**config.mk**
```make
export PLATFORM = sky130hd
export DESIGN_NAME = muldiv_unit
export DESIGN_NICKNAME = d
export VERILOG_FILES = /design/src/rtl/muldiv_pkg.sv /design/src/rtl/muldiv_operand_cond.sv /design/src/rtl/muldiv_unit.sv
export SDC_FILE = /design/constraint.sdc
export NUM_CORES = 1
export LEC_CHECK = 0
export BUFFER_PORTS_ARGS = -buffer_cell sky130_fd_sc_hd__buf_4
export CAP_MARGIN = 15
export CORE_MARGIN = 8
export CORE_UTILIZATION = 65
export CTS_BUF_LIST = sky130_fd_sc_hd__clkbuf_16
export DETAILED_ROUTE_END_ITERATION = 7
export PLACE_DENSITY = 0.95
export SLEW_MARGIN = 20
export SYNTH_ARGS = -nofsm -noshare
export SYNTH_HDL_FRONTEND = slang
export SYNTH_SLANG_ARGS = --single-unit
```
**constraint.sdc**
```tcl
create_clock -name clock -period 10 [get_ports clock]
set_input_delay 1 -clock clock [delete_from_list [all_inputs] [get_ports clock]]
set_output_delay 1 -clock clock [all_outputs]
set_load 0.005 [all_outputs]
```
**src/rtl/muldiv_pkg.sv**
```systemverilog
// muldiv_pkg
//   Shared types and constants for the iterative RV32M multiply/divide unit.
//   - MULDIV_OP_*   : RV32M funct3 encodings of the eight ops
//   - IDLE/CALC/DONE: sequencer states
//   - MULDIV_XLEN, MULDIV_REG_ADDR_W, MULDIV_CNT_W: default widths
//   Helper functions classify an op (divide family, operand signedness).
package muldiv_pkg;

    localparam int MULDIV_XLEN       = 32;
    localparam int MULDIV_REG_ADDR_W = 5;
    localparam int MULDIV_CNT_W      = $clog2(MULDIV_XLEN);

    typedef enum logic [2:0] {
        MULDIV_OP_MUL    = 3'd0,
        MULDIV_OP_MULH   = 3'd1,
        MULDIV_OP_MULHSU = 3'd2,
        MULDIV_OP_MULHU  = 3'd3,
        MULDIV_OP_DIV    = 3'd4,
        MULDIV_OP_DIVU   = 3'd5,
        MULDIV_OP_REM    = 3'd6,
        MULDIV_OP_REMU   = 3'd7
    } muldiv_op_e;

    typedef enum logic [1:0] {
        IDLE = 2'd0,
        CALC = 2'd1,
        DONE = 2'd2
    } muldiv_state_e;

    // funct3 bit 2 selects the divide/remainder family
    function automatic logic muldiv_op_is_div(input muldiv_op_e op);
        logic [2:0] code;
        code = op;
        return code[2];
    endfunction

    // Operand A is treated as signed
    function automatic logic muldiv_a_signed(input muldiv_op_e op);
        logic res;
        case (op)
            MULDIV_OP_MUL, MULDIV_OP_MULH, MULDIV_OP_MULHSU,
            MULDIV_OP_DIV, MULDIV_OP_REM: res = 1'b1;
            default:                      res = 1'b0;
        endcase
        return res;
    endfunction

    // Operand B is treated as signed
    function automatic logic muldiv_b_signed(input muldiv_op_e op);
        logic res;
        case (op)
            MULDIV_OP_MUL, MULDIV_OP_MULH,
            MULDIV_OP_DIV, MULDIV_OP_REM: res = 1'b1;
            default:                      res = 1'b0;
        endcase
        return res;
    endfunction

endpackage

```
**src/rtl/muldiv_operand_cond.sv**
```systemverilog
// muldiv_operand_cond
//   Combinational sign handling shared by operand conditioning and result fix-up.
//   Ports:
//     data      in  W  value to condition
//     signed_en in  1  treat data as two's-complement signed
//     neg_en    in  1  request an extra negation (result fix-up)
//     sign      out 1  sign of data when signed_en, else 0
//     value     out W  data negated when (sign ^ neg_en), else data
//   With neg_en = 0 this yields the magnitude of a signed operand; with
//   signed_en = 0 it is a plain conditional negate.
module muldiv_operand_cond #(
    parameter int W = 32
) (
    input  logic [W-1:0] data,
    input  logic         signed_en,
    input  logic         neg_en,
    output logic         sign,
    output logic [W-1:0] value
);

    logic negate_s;

    assign sign     = signed_en & data[W-1];
    assign negate_s = sign ^ neg_en;
    // -2^(W-1) maps to itself, which is the correct unsigned magnitude
    assign value    = negate_s ? ((~data) + W'(1)) : data;

endmodule

```
**src/rtl/muldiv_unit.sv**
```systemverilog
// muldiv_unit
//   Iterative RV32M multiply/divide unit between register-file read ports and
//   its write port. One radix-2 shift-add multiplier / restoring divider is
//   shared by all eight ops, one op in flight.
//   Ports:
//     clock      in   1           rising-edge clock
//     rst        in   1           asynchronous active-high reset
//     start      in   1           request, accepted in IDLE or DONE
//     op         in   3           RV32M funct3
//     rs1_data   in   XLEN        multiplicand / dividend
//     rs2_data   in   XLEN        multiplier / divisor
//     rd_addr    in   REG_ADDR_W  destination register
//     busy       out  1           op in progress, start ignored
//     done       out  1           one-cycle completion pulse
//     result     out  XLEN        result, held until overwritten
//     result_reg out  REG_ADDR_W  destination captured with the op
//     result_we  out  1           done for a non-zero destination
//   Build option: define MULDIV_DIV_EN to build the divider. Without it,
//   ops 4-7 complete one cycle after acceptance with result 0.
module muldiv_unit
    import muldiv_pkg::*;
#(
    parameter int XLEN       = MULDIV_XLEN,
    parameter int REG_ADDR_W = MULDIV_REG_ADDR_W
) (
    input  logic                  clock,
    input  logic                  rst,
    input  logic                  start,
    input  logic [2:0]            op,
    input  logic [XLEN-1:0]       rs1_data,
    input  logic [XLEN-1:0]       rs2_data,
    input  logic [REG_ADDR_W-1:0] rd_addr,
    output logic                  busy,
    output logic                  done,
    output logic [XLEN-1:0]       result,
    output logic [REG_ADDR_W-1:0] result_reg,
    output logic                  result_we
);

    localparam int              CNT_W    = $clog2(XLEN);
    localparam logic [CNT_W-1:0] CNT_LAST = CNT_W'(XLEN - 1);

    muldiv_state_e          state_r, state_s;
    muldiv_op_e             op_in_s, op_r;
    logic                   accept_s;
    logic                   a_signed_s, b_signed_s;
    logic                   sign_a_s, sign_b_s;
    logic [XLEN-1:0]        mag_a_s, mag_b_s;
    logic                   in_div_s;
    logic                   byp_s;
    logic [XLEN-1:0]        byp_val_s;

    logic [REG_ADDR_W-1:0]  rd_r;
    logic [CNT_W-1:0]       cnt_r;
    logic                   fin_r;
    logic                   byp_r;
    logic                   neg_q_r;
    logic                   neg_r_r;
    logic [XLEN-1:0]        opnd_r;
    logic [XLEN-1:0]        hi_r, lo_r;

    logic [XLEN:0]          mul_sum_s;
    logic [XLEN-1:0]        step_hi_s, step_lo_s;
`ifdef MULDIV_DIV_EN
    logic [XLEN:0]          div_shift_s, div_diff_s;
`endif

    logic [2*XLEN-1:0]      fix_q_s;
    logic [XLEN-1:0]        fix_r_s;
    logic                   fix_q_sign_unused_s, fix_r_sign_unused_s;
    logic [XLEN-1:0]        final_s;

    logic                   busy_r, done_r, we_r;
    logic [XLEN-1:0]        result_r;
    logic [REG_ADDR_W-1:0]  result_reg_r;

    assign op_in_s    = muldiv_op_e'(op);
    assign a_signed_s = muldiv_a_signed(op_in_s);
    assign b_signed_s = muldiv_b_signed(op_in_s);
    assign in_div_s   = muldiv_op_is_div(op_in_s);
    assign accept_s   = start & ((state_r == IDLE) | (state_r == DONE));

    muldiv_operand_cond #(.W(XLEN)) u_cond_a (
        .data      (rs1_data),
        .signed_en (a_signed_s),
        .neg_en    (1'b0),
        .sign      (sign_a_s),
        .value     (mag_a_s)
    );

    muldiv_operand_cond #(.W(XLEN)) u_cond_b (
        .data      (rs2_data),
        .signed_en (b_signed_s),
        .neg_en    (1'b0),
        .sign      (sign_b_s),
        .value     (mag_b_s)
    );

    // Quotient low bits of -{R,Q} equal -Q, so one wide negator serves both
    // the 2*XLEN product and the quotient.
    muldiv_operand_cond #(.W(2*XLEN)) u_fix_q (
        .data      ({hi_r, lo_r}),
        .signed_en (1'b0),
        .neg_en    (neg_q_r),
        .sign      (fix_q_sign_unused_s),
        .value     (fix_q_s)
    );

    muldiv_operand_cond #(.W(XLEN)) u_fix_r (
        .data      (hi_r),
        .signed_en (1'b0),
        .neg_en    (neg_r_r),
        .sign      (fix_r_sign_unused_s),
        .value     (fix_r_s)
    );

    // Detect ops that complete without iterating and pick their result
    always_comb begin
        byp_s     = 1'b0;
        byp_val_s = {XLEN{1'b0}};
`ifdef MULDIV_DIV_EN
        if (in_div_s) begin
            if (rs2_data == {XLEN{1'b0}}) begin
                byp_s = 1'b1;
                if ((op_in_s == MULDIV_OP_DIV) || (op_in_s == MULDIV_OP_DIVU)) begin
                    byp_val_s = {XLEN{1'b1}};
                end else begin
                    byp_val_s = rs1_data;
                end
            end else if (a_signed_s && (rs1_data == {1'b1, {(XLEN-1){1'b0}}}) &&
                         (rs2_data == {XLEN{1'b1}})) begin
                byp_s = 1'b1;
                if (op_in_s == MULDIV_OP_DIV) begin
                    byp_val_s = rs1_data;
                end else begin
                    byp_val_s = {XLEN{1'b0}};
                end
            end else begin
                byp_s = 1'b0;
            end
        end else begin
            byp_s = 1'b0;
        end
`else
        if (in_div_s) begin
            byp_s = 1'b1;
        end else begin
            byp_s = 1'b0;
        end
`endif
    end

    assign mul_sum_s = {1'b0, hi_r} + (lo_r[0] ? {1'b0, opnd_r} : {(XLEN+1){1'b0}});
`ifdef MULDIV_DIV_EN
    assign div_shift_s = {hi_r, lo_r[XLEN-1]};
    assign div_diff_s  = div_shift_s - {1'b0, opnd_r};
`endif

    // One iteration of the shared datapath: shift-add or restoring step
    always_comb begin
        step_hi_s = hi_r;
        step_lo_s = lo_r;
        if (muldiv_op_is_div(op_r)) begin
`ifdef MULDIV_DIV_EN
            // no borrow out means the trial subtraction fits: keep it, quotient bit 1
            if (!div_diff_s[XLEN]) begin
                step_hi_s = div_diff_s[XLEN-1:0];
                step_lo_s = {lo_r[XLEN-2:0], 1'b1};
            end else begin
                step_hi_s = div_shift_s[XLEN-1:0];
                step_lo_s = {lo_r[XLEN-2:0], 1'b0};
            end
`else
            step_hi_s = hi_r;
            step_lo_s = lo_r;
`endif
        end else begin
            {step_hi_s, step_lo_s} = {mul_sum_s, lo_r[XLEN-1:1]};
        end
    end

    // Select the architectural result from the fixed-up datapath
    always_comb begin
        final_s = {XLEN{1'b0}};
        if (byp_r) begin
            final_s = lo_r;
        end else begin
            case (op_r)
                MULDIV_OP_MUL:    final_s = fix_q_s[XLEN-1:0];
                MULDIV_OP_MULH,
                MULDIV_OP_MULHSU,
                MULDIV_OP_MULHU:  final_s = fix_q_s[2*XLEN-1:XLEN];
                MULDIV_OP_DIV,
                MULDIV_OP_DIVU:   final_s = fix_q_s[XLEN-1:0];
                MULDIV_OP_REM,
                MULDIV_OP_REMU:   final_s = fix_r_s;
                default:          final_s = {XLEN{1'b0}};
            endcase
        end
    end

    // Sequencer next-state
    always_comb begin
        state_s = state_r;
        case (state_r)
            IDLE: begin
                if (accept_s) begin
                    state_s = CALC;
                end else begin
                    state_s = IDLE;
                end
            end
            CALC: begin
                if (fin_r) begin
                    state_s = DONE;
                end else begin
                    state_s = CALC;
                end
            end
            DONE: begin
                if (accept_s) begin
                    state_s = CALC;
                end else begin
                    state_s = IDLE;
                end
            end
            default: state_s = IDLE;
        endcase
    end

    // Sequencer state register
    always_ff @(posedge clock or posedge rst) begin
        if (rst) begin
            state_r <= IDLE;
        end else begin
            state_r <= state_s;
        end
    end

    // Operand capture and iterative datapath registers
    always_ff @(posedge clock or posedge rst) begin
        if (rst) begin
            op_r    <= MULDIV_OP_MUL;
            rd_r    <= {REG_ADDR_W{1'b0}};
            cnt_r   <= {CNT_W{1'b0}};
            fin_r   <= 1'b0;
            byp_r   <= 1'b0;
            neg_q_r <= 1'b0;
            neg_r_r <= 1'b0;
            opnd_r  <= {XLEN{1'b0}};
            hi_r    <= {XLEN{1'b0}};
            lo_r    <= {XLEN{1'b0}};
        end else if (accept_s) begin
            op_r  <= op_in_s;
            rd_r  <= rd_addr;
            cnt_r <= CNT_LAST;
            hi_r  <= {XLEN{1'b0}};
            if (byp_s) begin
                // bypassed ops finish on the next edge with the value parked in lo_r
                fin_r   <= 1'b1;
                byp_r   <= 1'b1;
                neg_q_r <= 1'b0;
                neg_r_r <= 1'b0;
                opnd_r  <= {XLEN{1'b0}};
                lo_r    <= byp_val_s;
            end else if (in_div_s) begin
                fin_r   <= 1'b0;
                byp_r   <= 1'b0;
                neg_q_r <= sign_a_s ^ sign_b_s;
                neg_r_r <= sign_a_s;
                opnd_r  <= mag_b_s;
                lo_r    <= mag_a_s;
            end else begin
                fin_r   <= 1'b0;
                byp_r   <= 1'b0;
                neg_q_r <= sign_a_s ^ sign_b_s;
                neg_r_r <= 1'b0;
                opnd_r  <= mag_a_s;
                lo_r    <= mag_b_s;
            end
        end else if ((state_r == CALC) && !fin_r) begin
            hi_r <= step_hi_s;
            lo_r <= step_lo_s;
            if (cnt_r == {CNT_W{1'b0}}) begin
                fin_r <= 1'b1;
            end else begin
                cnt_r <= cnt_r - CNT_W'(1);
            end
        end
    end

    // Registered outputs; result is loaded on the edge that enters DONE
    always_ff @(posedge clock or posedge rst) begin
        if (rst) begin
            busy_r       <= 1'b0;
            done_r       <= 1'b0;
            we_r         <= 1'b0;
            result_r     <= {XLEN{1'b0}};
            result_reg_r <= {REG_ADDR_W{1'b0}};
        end else begin
            busy_r <= (state_s == CALC);
            done_r <= (state_s == DONE);
            we_r   <= (state_s == DONE) && (rd_r != {REG_ADDR_W{1'b0}});
            if ((state_r == CALC) && fin_r) begin
                result_r     <= final_s;
                result_reg_r <= rd_r;
            end
        end
    end

    assign busy       = busy_r;
    assign done       = done_r;
    assign result_we  = we_r;
    assign result     = result_r;
    assign result_reg = result_reg_r;

endmodule
```
Yosys cells after proc, flatten, opt, wreduce, memory -nomap -nowiden
Index checks and enable logic that the tools add are counted.
- register bits: 155
- output and inout bits: 40
- add/subtract/negate cells: 6
- eq/ne operators: 17
- multiplexer cells: 33
- bitwise operators: 9
- reduce and logical (&&, ||, !) cells: 20
- operator list (cell ; number):
    two-way mux 32 bit ; 15
    adder 32 x 1 -> 32 bit (second input constant) ; 3
    NOT 32 bit ; 3
    case mux 32 bit (3 select lines) ; 1
    adder 64 x 1 -> 64 bit (second input constant) ; 1
    two-way mux 64 bit ; 1
    NOT 64 bit ; 1
    adder 32 x 32 -> 33 bit ; 1
    == test 3 bit (second input constant) ; 6
    two-way mux 5 bit ; 3
    two-way mux 1 bit ; 11
    == test 3 x 2 -> 1 bit (second input constant) ; 3
    == test 3 x 1 -> 1 bit (second input constant) ; 2
    zero test 3 bit ; 2
    AND reduction 2 bit ; 3
    OR reduction 3 bit ; 2
    zero test 5 bit ; 1
    nonzero test 5 bit ; 1
    OR reduction 5 bit ; 1
    subtractor 5 x 1 -> 5 bit (second input constant) ; 1
    == test 2 x 1 -> 1 bit (second input constant) ; 2
    == test 2 bit (second input constant) ; 2
    case mux 2 bit (2 select lines) ; 1
    nonzero test 2 bit ; 2
    other kinds (11) ; 16

Longest topological paths before layout
- depth after elaboration: 8
- gate-level depth with buffers: 13
- depth with buffers taken out: 12

By module
A second synthesis with hierarchy kept.
- cell total of the unflattened synthesis: 1424
- area total of the unflattened synthesis: 11589.9 sq um
- modules (own cells, without submodules) (module ; times used ; cells each ; area an instance (sq um) ; seq. area each (sq um)):
    muldiv_unit ; 1 ; 975 ; 8557.0 ; 3828.7
    muldiv_operand_cond at u_fix_q ; 1 ; 231 ; 1546.5 ; 0.0
    muldiv_operand_cond at u_cond_a ... ; 2 ; 109 ; 743.2 ; 0.0

Least setup slack after synthesis
Ideal clock, no wire load.
- path type: input to register
- start point: input port rs1_data[8]
- end point: register opnd_r[30]
- data arrival time: 3.631 ns
- data required time: 9.870 ns
- path slack: 6.239 ns
- cell stages on the path: 9
- buffers on the path: 0
- cells stage by stage: or4_4 > or3_4 > or3_4 > or4_4 > or4_4 > nor4_2 > a21oi_1 > xnor2_1 > o21ai_1
- word-level cells in the longest chain between the ends: 5
- RTL lines (what ; RTL line ; text):
    from (decl) ; muldiv_unit.sv:30 ; input logic [XLEN-1:0] rs1_data,
    NOT 32 bit ; muldiv_operand_cond.sv:26 ; assign value = negate_s ? ((~data) + W'(1)) : data;
    adder 32 x 1 -> 32 bit ; muldiv_operand_cond.sv:26 ;
    two-way mux 32 bit ; muldiv_operand_cond.sv:26 ;
    two-way mux 32 bit ; muldiv_unit.sv:266 ; end else if (in_div_s) begin
    two-way mux 32 bit ; muldiv_unit.sv:258 ; if (byp_s) begin
    to (signal assigned) ; muldiv_unit.sv:264 ; opnd_r <= {XLEN{1'b0}};
    to (signal assigned) ; muldiv_unit.sv:271 ; opnd_r <= mag_b_s;
    to (signal assigned) ; muldiv_unit.sv:278 ; opnd_r <= mag_a_s;
    to (decl) ; muldiv_unit.sv:59 ; logic [XLEN-1:0] opnd_r;
Every way passes these cells.
A chain may end at the register's enable or synchronous reset.

Worst setup path in the final report
- start point: register lo_r[0]
- end point: register result_r[13] (netlist: result[13])
- word-level cells in the longest chain between the ends: 5
- RTL lines (what ; RTL line ; text):
    from (decl) ; muldiv_unit.sv:60 ; logic [XLEN-1:0] hi_r, lo_r;
    from (signal assigned) ; muldiv_unit.sv:252 ; lo_r <= {XLEN{1'b0}};
    from (signal assigned) ; muldiv_unit.sv:265 ; lo_r <= byp_val_s;
    from (signal assigned) ; muldiv_unit.sv:272 ; lo_r <= mag_a_s;
    NOT 64 bit ; muldiv_operand_cond.sv:26 ;
    adder 64 x 1 -> 64 bit ; muldiv_operand_cond.sv:26 ;
    two-way mux 64 bit ; muldiv_operand_cond.sv:26 ;
    case mux 32 bit (3 select lines) ; muldiv_unit.sv:188 ; case (op_r)
    two-way mux 32 bit ; muldiv_unit.sv:185 ; if (byp_r) begin
    to (signal assigned) ; muldiv_unit.sv:298 ; result_r <= {XLEN{1'b0}};
    to (signal assigned) ; muldiv_unit.sv:305 ; result_r <= final_s;
    to (decl) ; muldiv_unit.sv:74 ; logic [XLEN-1:0] result_r;
Every way passes these cells.

==> results by group <==
Status
  • Status: finished, violations left
  • Failing checks: DRC

Power
  • Peak VDD IR: 0.1951 mV
  • Leak pwr: 0.005340 uW
  • PD cells: 255.8 nW/um2

Final layout
  • Final instance area: 12340 um2
  • Max reg flops: 37
  • Final #Nets: 1543
  • Share of layout cells above drive strength 1: 12.41%
  • Area growth, synth to finish: 14.04%

Worst setup path
  • Worst Path Max Fanout: 36
  • Critical Path Start Type: flop
  • Crit path arrival time: 4.34 ns
  • CP Launch Point: lo_r[0]
  • Crit path kind: flop to flop
  • CP Capture Type: flop
  • Worst Reg2Reg Path Length in Cells: 9
  • CP required: 10.29 ns
  • Reg2Reg Launch Point: lo_r[0]

Logic synthesis
  • Largest family of logic cells by synthesized area: compound AO/OA/AOI/OAI gates
  • Synth Flop Type: dfrtp_1
  • Yosys warns: 0
  • EDFF count, synth: 0
  • Post-synthesis xor/xnor area fraction: 9.148%
  • Netlist cell types: 62
  • Compound-Gate Fraction of Synth Area: 24.20%
  • Post-synthesis simple-gate area fraction: 22.56%
  • Net Count, Synth: 1473
  • Seq cells post-synth: 153
  • Post-synthesis mux area share: 0.3701%
  • Avg Synthesized Cell Area: 7.961 um2
  • Mapped Area: 10820 um2
  • Mapped Cells: 1359
  • Post-synthesis sequential area ratio: 35.39%
  • Post-Synth Adder-Cell Area: 4.580%
  • Post-synth ARST share: 100.0%

Detailed routing
  • Vias: 11000
  • Final ANT Viol Nets: 0
  • WL final: 32170 um
  • # DRC: 1
  • Vias per cell: 6.615
  • Number of detailed-route iterations in the first pass: 8
  • Wire length per cell: 19.35 um
  • Number of DRC markers in iteration 0: 1777

Flow run
  • Max-cap viol count: 0

Floorplan
  • Die Ht: 145.0 um
  • Total die area: 21030 um2
  • FP Rows: 47
  • Core ar.: 16410 um2
  • Io pins: 115
  • Die span in x: 145.0 um
  • Starting Density: 65.94%

STA
  • RSZ-0062 raised after global routing: false
  • Layout Skew: 0.007940 ns
  • Max Clk Rate: 0.2469 GHz
  • Worst Tran Pin Value: 1.033 ns
  • Fin. max-slew vios: 0
  • Worst rel slew slack: 31.13%
  • Tmin final: 4.051 ns
  • Final period util: 40.51%
  • Final setup viols: 0
  • Final Hold Vio Count: 0
  • Setup TNS: 0 ns

Min path
  • Worst hold path class: flop to flop
  • Hold depth: 2
  • Hold_sp: opnd_r[17]

Global routing
  • Remaining global-route overflow: 0
  • Initial antenna violation count: 0
  • First-pass GRT wire length: 53100 um
  • Total GRT Usage: 30.37%
  • Vias in the first global route: 10540
  • Largest net degree at the start of global routing: 89

CTS
  • TritonCTS clock tree: built
  • CTS buffer count: 17
  • Bufs on Longest Clock Path: 2
  • CTS clk-pin slew, worst paths: 0.06 ns
  • CTS sink cnt: 153
  • Clk root buf: clkbuf_16
  • H-tree depth: 4
  • Clk_lat worst skew: 0.43 ns
  • Cts repair resizes: 0
  • Cts hold-fix bufs: 0
  • Post-CTS setup buffers: 0

Placement
  • HPWL Detailed: 22610 um
  • Cell Area, Placed: 11780 um2
  • Gpl congestion: 0.9847
  • I/O Buffers: 114
stage by stage:
step | setup slack [ns] | total power (uW) | cells | hold slack, ns | util (%)
3_5_place_dp | 5.896 | 2481 | 1630 | 0.4636 | 71.78
3_3_place_gp | 5.964 | 2427 | 1630 | 0.4535 | 71.78
2_1_floorplan | 4.879 | 1984 | 1359 | 0.4402 | -
6_report | 5.949 | 3156 | 1663 | 0.4753 | 75.20
5_1_grt | 5.561 | 3353 | 1662 | 0.4955 | 75.18
4_1_cts | 6.119 | 3106 | 1662 | 0.4787 | 75.15
cells by family after synthesis:
logic type	after synthesis
adders and majority gates	39
AOI/OAI and AO/OA	438
DFF	153
muxes	4
and+or+nand+nor	504
buffers and inverters	108
xor gates and xnor gates	113
final timing paths:
path / slack, ns / endpoint
worst max-delay path: 5.95 / result[13]
worst min-delay path: 0.48 / opnd_r[17]
worst max register to register: 5.95 / result[13]
worst min register to register: 0.48 / opnd_r[17]
max in group asynchronous: 7.90 / result[1]
min in group asynchronous: 0.65 / opnd_r[7]
final cells by class:
cell class	count	area, um2
repair buffers	125	938.4
clock buffers	17	425.4
clock inverters	15	128.9
fillers	1227	4069
well taps	220	275.3
multi-input cells	1098	6605
flip-flops and latches	153	3830
diodes	1	2.502
inverters	34	132.6
Yosys cell counts, types with 6 or more instances:
cell type  instances  area share, %
nand3_1           39            1.8
and2_1            38            2.2
nor2_1           101            3.5
nand2_1          178            6.2
clkbuf_1          64            2.2
a211oi_1          10           0.69
nor3_1            34            1.6
and3_1             6           0.35
nor2b_1            7           0.40
o22ai_1           24            1.4
ha_1              38            4.4
buf_1             10           0.35
or2_2             10           0.58
nand2b_1          17           0.98
a22oi_1           13           0.90
o21ai_1            7           0.32
a31oi_1           11           0.64
o211ai_1           8           0.56
dfrtp_1          153             35
o41ai_1           12           0.97
a21o_1             7           0.49
o21ai_0          150            6.9
nor4_1            10           0.58
nand4_1            7           0.40
or4_1              9           0.62
inv_1             34            1.2
xnor2_1           67            5.4
a21oi_1          118            5.5
xor2_1            46            3.7
or3_1             26            1.5
a221oi_1           8           0.65
o31ai_1           31            2.2
o21a_1             8           0.56
per-layer routing:
metal  vias up  global-route usage (%)  wire [um]
li1       5027                       -          -
met4         0                   14.62       1377
met3       128                   6.281       3477
met5         -                       0          0
met1      5141                   40.49      13060
met2       705                   46.43      14260
worst max-delay path, cell delays in order, from the launching register on:
cell,delay (ns)
dfrtp_1,0.77
or3_1,0.60
nor4_1,0.71
nand4b_1,0.44
or3_1,0.56
o21a_1,0.22
xnor2_1,0.18
o32ai_1,0.13
a22oi_1,0.21
o21ai_0,0.10
power by group:
part	internal, uW	switching, uW	leakage, uW
combinational	556	888	0.00311
sequential	840	257	0.00196
clock	342	273	0.000265
cells in the final DEF (no fill, tap or decap), types with 7 or more instances in the layout:
master / instances
a211oi_1: 10
buf_4: 125
or4_1: 9
a221oi_1: 8
o21a_1: 8
a21o_1: 7
a21oi_1: 118
a31oi_1: 11
nor2_1: 100
and2_1: 38
nand2b_1: 14
o21ai_1: 7
nand3_1: 39
o22ai_1: 24
nor2b_1: 7
o41ai_1: 12
xor2_1: 46
xnor2_1: 67
o211ai_1: 8
dfrtp_1: 152
inv_1: 35
a22oi_1: 13
nand2_1: 178
o31ai_1: 31
or2_2: 10
nor4_1: 10
clkbuf_16: 17
ha_1: 38
o21ai_0: 150
nand4_1: 7
or3_1: 26
nor3_1: 34
Note: power is estimated with default switching activity, not from simulation.
